[src/rtl/md_unit.sv]
// Multi-cycle MIPS multiply/divide unit with architectural HI/LO registers.
// A single radix-2 shift-add / restoring shift-subtract datapath runs n steps, then one sign-fix cycle.
module md_unit #(
  parameter int n = 32
) (
  input  logic         clk,
  input  logic         rst_n,
  input  logic         start,
  input  logic [1:0]   op,
  input  logic [n-1:0] a,
  input  logic [n-1:0] b,
  input  logic         wr_hi,
  input  logic         wr_lo,
  input  logic [n-1:0] wdata,
  output logic [n-1:0] hi,
  output logic [n-1:0] lo,
  output logic         busy,
  output logic         done,
  output logic         dbz
);

  localparam int CW = $clog2(n + 1);

  typedef enum logic [1:0] {
    S_IDLE,
    S_RUN,
    S_FIX
  } state_t;

  state_t         r_state;
  state_t         w_next;
  logic [CW-1:0]  r_cnt;
  logic           r_div;
  logic           r_neg_q;
  logic           r_neg_r;
  logic           r_dbz_pend;
  logic [n-1:0]   r_opnd;
  logic [2*n-1:0] r_acc;
  logic [n-1:0]   r_hi;
  logic [n-1:0]   r_lo;
  logic           r_done;
  logic           r_dbz;

  // Operand magnitudes; op[0]=0 selects the signed variants.
  logic         w_signed;
  logic         w_a_neg;
  logic         w_b_neg;
  logic [n-1:0] w_a_mag;
  logic [n-1:0] w_b_mag;

  assign w_signed = ~op[0];
  assign w_a_neg  = w_signed & a[n-1];
  assign w_b_neg  = w_signed & b[n-1];
  assign w_a_mag  = w_a_neg ? -a : a;
  assign w_b_mag  = w_b_neg ? -b : b;

  // Multiply: upper half accumulates the multiplicand, carry shifts into bit 2n-1.
  // Divide: (n+1)-bit trial; its MSB is the borrow since the shifted remainder < 2*divisor.
  logic [n:0]     w_sum;
  logic [n:0]     w_trial;
  logic [2*n-1:0] w_prod_fix;
  logic [n-1:0]   w_quo_fix;
  logic [n-1:0]   w_rem_fix;

  assign w_sum      = {1'b0, r_acc[2*n-1:n]} + {1'b0, r_opnd};
  assign w_trial    = r_acc[2*n-1:n-1] - {1'b0, r_opnd};
  assign w_prod_fix = r_neg_q ? -r_acc : r_acc;
  assign w_quo_fix  = r_dbz_pend ? '1 : (r_neg_q ? -r_acc[n-1:0] : r_acc[n-1:0]);
  // With a zero divisor the remainder is |a|; re-applying the dividend sign restores a exactly.
  assign w_rem_fix  = r_neg_r ? -r_acc[2*n-1:n] : r_acc[2*n-1:n];

  // NOTE: every always_comb output gets a default first so no latch is inferred.
  always_comb begin
    w_next = r_state;
    case (r_state)
      S_IDLE:  if (start) w_next = S_RUN;
      S_RUN:   if (r_cnt == CW'(1)) w_next = S_FIX;
      S_FIX:   w_next = S_IDLE;
      default: w_next = S_IDLE;
    endcase
  end

  // NOTE: sequential state uses non-blocking assignments only, so all registers see pre-edge values.
  always_ff @(posedge clk or negedge rst_n) begin
    if (!rst_n) begin
      r_state    <= S_IDLE;
      r_cnt      <= '0;
      r_div      <= 1'b0;
      r_neg_q    <= 1'b0;
      r_neg_r    <= 1'b0;
      r_dbz_pend <= 1'b0;
      r_opnd     <= '0;
      r_acc      <= '0;
      r_hi       <= '0;
      r_lo       <= '0;
      r_done     <= 1'b0;
      r_dbz      <= 1'b0;
    end else begin
      r_state <= w_next;
      r_done  <= 1'b0;
      r_dbz   <= 1'b0;
      case (r_state)
        S_IDLE: begin
          if (wr_hi) r_hi <= wdata;
          if (wr_lo) r_lo <= wdata;
          if (start) begin
            r_div      <= op[1];
            r_cnt      <= CW'(n);
            r_neg_q    <= w_a_neg ^ w_b_neg;
            r_neg_r    <= w_a_neg;
            r_dbz_pend <= op[1] && (b == '0);
            r_acc      <= {{n{1'b0}}, (op[1] ? w_a_mag : w_b_mag)};
            r_opnd     <= op[1] ? w_b_mag : w_a_mag;
          end
        end
        S_RUN: begin
          r_cnt <= r_cnt - CW'(1);
          if (r_div) begin
            if (!w_trial[n]) r_acc <= {w_trial[n-1:0], r_acc[n-2:0], 1'b1};
            else             r_acc <= {r_acc[2*n-2:0], 1'b0};
          end else begin
            if (r_acc[0]) r_acc <= {w_sum, r_acc[n-1:1]};
            else          r_acc <= {1'b0, r_acc[2*n-1:1]};
          end
        end
        S_FIX: begin
          if (r_div) begin
            r_hi <= w_rem_fix;
            r_lo <= w_quo_fix;
          end else begin
            r_hi <= w_prod_fix[2*n-1:n];
            r_lo <= w_prod_fix[n-1:0];
          end
          r_done <= 1'b1;
          r_dbz  <= r_dbz_pend;
        end
        default: ;
      endcase
    end
  end

  assign hi   = r_hi;
  assign lo   = r_lo;
  assign busy = (r_state != S_IDLE);
  assign done = r_done;
  assign dbz  = r_dbz;

endmodule
[config.mk]
export PLATFORM = sky130hd
export DESIGN_NAME = md_unit
export DESIGN_NICKNAME = d
export VERILOG_FILES = /design/src/rtl/md_unit.sv
export SDC_FILE = /design/constraint.sdc
export NUM_CORES = 1
export LEC_CHECK = 0
export BUFFER_PORTS_ARGS = -buffer_cell sky130_fd_sc_hd__buf_2
export CORE_ASPECT_RATIO = 0.6
export CORE_MARGIN = 8
export CORE_UTILIZATION = 55
export CTS_CLUSTER_DIAMETER = 60
export DETAILED_ROUTE_END_ITERATION = 12
export PLACE_DENSITY = 0.75
export SKIP_CTS_REPAIR_TIMING = 1
export SLEW_MARGIN = 5
export SYNTH_ARGS = -nofsm -noshare
export SYNTH_HDL_FRONTEND = slang
export SYNTH_SLANG_ARGS = --single-unit
[constraint.sdc]
create_clock -name clk -period 4.53 [get_ports clk]
set_input_delay 0.453 -clock clk [delete_from_list [all_inputs] [get_ports clk]]
set_output_delay 0.453 -clock clk [all_outputs]
set_load 0.01 [all_outputs]
==> qor.yml <==
synthesis:
  ys_async_sr_fraction_pct: 100.0
  netlist_instances: 1998
  synth_area_leaders: "dfrtp_1, o21ai_0, xnor2_1, nand2_1, ha_1"
  synth_edf_count: 0
  synth_nets: 2173
  yosys_warnings: 0
  synth_area_mm2: 0.01555
  synth.distinct_cells: 85
  syn_avg_cell_area_um2: 7.781
  yosysSeqAreaShare_pct: 28.01
  ys.flop_type: "dfrtp_1"
  yosysTopAreaCellShare_pct: 28.01
  yosys.area.top_type: "dfrtp_1"
  ys_seq_elements: 174
critical_path:
  cp.depth: 13
  crit_start: "r_acc[32]"
  path_buf_inv: 2
  cp_cell_sequence: "ha_1, inv_1, fa_1, nor2b_1, o31a_1, o21ai_0, o221ai_1, a211oi_1, buf_4, o31ai_1, a41oi_1, a2bb2oi_1, nor3b_1"
  startpoint_type: "register"
  reg2reg_depth: 13
  slowest_delay_ps: 620
  path_class: "register to register"
  critPathTopFamily: "compound AO/OA/AOI/OAI gates"
  crit_required_ps: 4890
  endpoint_kind: "register"
  r2r-start: "r_acc[32]"
  worst-path-max-fanout: 8
  r2r-end: "r_acc[63]"
  crit_slowest_cell: "o221ai_1"
  r2r_setup_slack_ps: 540
  cp.arrival_ps: 4350
cells_and_area:
  area_growth_pct: 10.86
  diodes: 0
  nNetsFinal: 2265
  drive_gt1_share_pct: 13.36
timing:
  rsz0062_at_grt: "false"
  slew_violations: 0
  min_period_ps: 3985
  hold_viol: 6
  setup_viol: 0
  tightest_slew_ps: 1186
  hold_slack_ps: -19.79
  min_period_over_period_pct: 87.97
  max_freq_mhz: 250.9
  final.setup.tns_ps: 0
  slew_headroom_pct: 20.73
  finalClockSkew_ps: 10.04
job:
  max_cap_viol_count: 0
cts:
  cts.path.max_buffers: 2
  tritoncts: "built"
  h-tree-depth: 4
  cts_buffers: 17
  insertion_delay_ps: 460
  cts.root.buffer_cell: "clkbuf_16"
  cts_sinks: 174
  path_clk_slew_ps: 80
floorplan:
  core_mm2: 0.02770
  die-area_mm2: 0.03408
  num_rows: 47
  initial_core_util_pct: 56.13
  fp.dieH_um: 146.2
  die_x_um: 233.0
  io_pins: 170
routing:
  via_per_inst: 6.779
  drt_first_pass_iters: 6
  totalWireLength_um: 62240
  wl_met3_um: 11080
  drt_iter0_drc: 2855
  vias: 16745
  top_layer_used: "met4"
  avgRoutedWirePerCell_um: 25.20
  ant_nets: 0
  wirelength_met1_um: 27980
  drcViolationCount: 0
  wl_met2_um: 21930
placement:
  gp_congestion: 1.055
  hpwl_um: 48780
  port_buffers: 169
pwr:
  powerDensity_mw_per_mm2: 991.4
  p_comb_share_pct: 69.5
  power_frac_seq_pct: 21.1
  switching_power_uw: 9477
  clkPwrFrac_pct: 9.4
  swShare_pct: 55.47
  cellLeakagePower_uw: 0.007361
  power_uw: 17090
  peakVddDrop_v: 0.0004368
  intPower_uw: 7609
outcome:
  outcome: "finished with violations"
  violations: "negative hold slack"
global_route:
  antenna_found_initial: 1
  gr-total-overflow: 0
  grt_usage_pct: 35.42
  grt_pass1_wl_um: 93190
  grt_start_max_net_pins: 101
  grt_pass1_vias: 14854
worst_hold_path:
  hold_class: "input port to async pin"
-- state kept, by name, indices dropped and copies added (netlist names) --
signal	cells
r_opnd	32
lo	32
done	1
r_cnt	6
dbz	1
r_dbz_pend	1
hi	32
r_neg_r	1
r_div	1
r_acc	64
r_state	2
r_neg_q	1
-- worst max path at each step --
stage	endpoint	slack, ps
after detailed placement	r_acc[33]	670
after global routing	r_acc[63]	390
after floorplan	r_acc[47]	1150
after CTS	r_acc[33]	650
final	r_acc[63]	540
after global placement	r_acc[33]	770
-- layout make-up --
type,count,area [µm²]
Sequential cell,174,4355
Clock inverter,15,202.7
Inverter,68,255.2
Tap cell,367,459.2
Fill cell,2481,10460
Timing Repair Buffer,212,1200
Clock buffer,17,425.4
Multi-Input combinational cell,1617,10340
-- logic make-up after synthesis --
logic type / share of synthesized area, %
AO/OA/AOI/OAI: 26.88
AND/OR/NAND/NOR: 19.76
buffers and inverters: 5.674
flip-flops: 28.01
XOR/XNOR: 9.577
adder cells (fa/ha/maj): 5.891
multiplexers: 4.209
-- power groups by stage --
stage | logic [µW] | registers (µW) | clock network, µW
finish | 11900 | 3610 | 1600
global placement | 11200 | 3460 | 0
detailed placement | 11300 | 3510 | 0
CTS | 11400 | 3480 | 1610
floorplan | 7930 | 3080 | 0
global route | 12700 | 3630 | 1670
-- layer usage --
layer	track usage, %	vias up
li1	-	7492
met1	55.52	7940
met2	41.97	1220
met3	15.94	93
met4	7.640	0
met5	0	-
-- Yosys cell counts (all sizes together), types with 14 or more instances --
cell    number
a211oi      18
a21o        23
a21oi      173
a31oi       21
and2        16
and3        15
buf         24
clkbuf     113
dfrtp      174
ha          70
inv         67
mux2i       62
nand2      237
nand2b      20
nand3       66
nand4       14
nor2       115
nor2b       16
nor3        37
nor4        17
o211ai      19
o21ai      228
o221ai      35
o22ai       44
o31ai       27
or3         32
xnor2      104
xor2        66
-- metrics by stage --
step                      util (%)  instance area (µm²)  std cells  hold slack, ps  worst slack [ps]
after global placement       59.95                16610       2438           456.5             772.6
after global routing         62.22                17230       2470           52.64             385.4
final                        62.22                17230       2470          -19.79             544.8
after CTS                    62.22                17230       2470           16.76             654.6
after detailed placement     59.95                16610       2438           466.9             668.8
after floorplan                  -                15550       1998           157.4              1153
-- layout by cell type (no fill, tap or decap), types with 21 or more instances in the layout --
cell and instances:
a21oi_1 173, o221ai_1 35, mux2i_1 62, o21ai_0 221
inv_1 66, ha_1 70, buf_4 41, nor3_1 37
xnor2_1 103, o22ai_1 44, buf_2 168, a21o_1 23
nor2_1 115, or3_1 27, dfrtp_1 173, xor2_1 66
a31oi_1 21, nand3_1 65, o31ai_1 27, nand2_1 236
(Power assumes the default switching activity.)
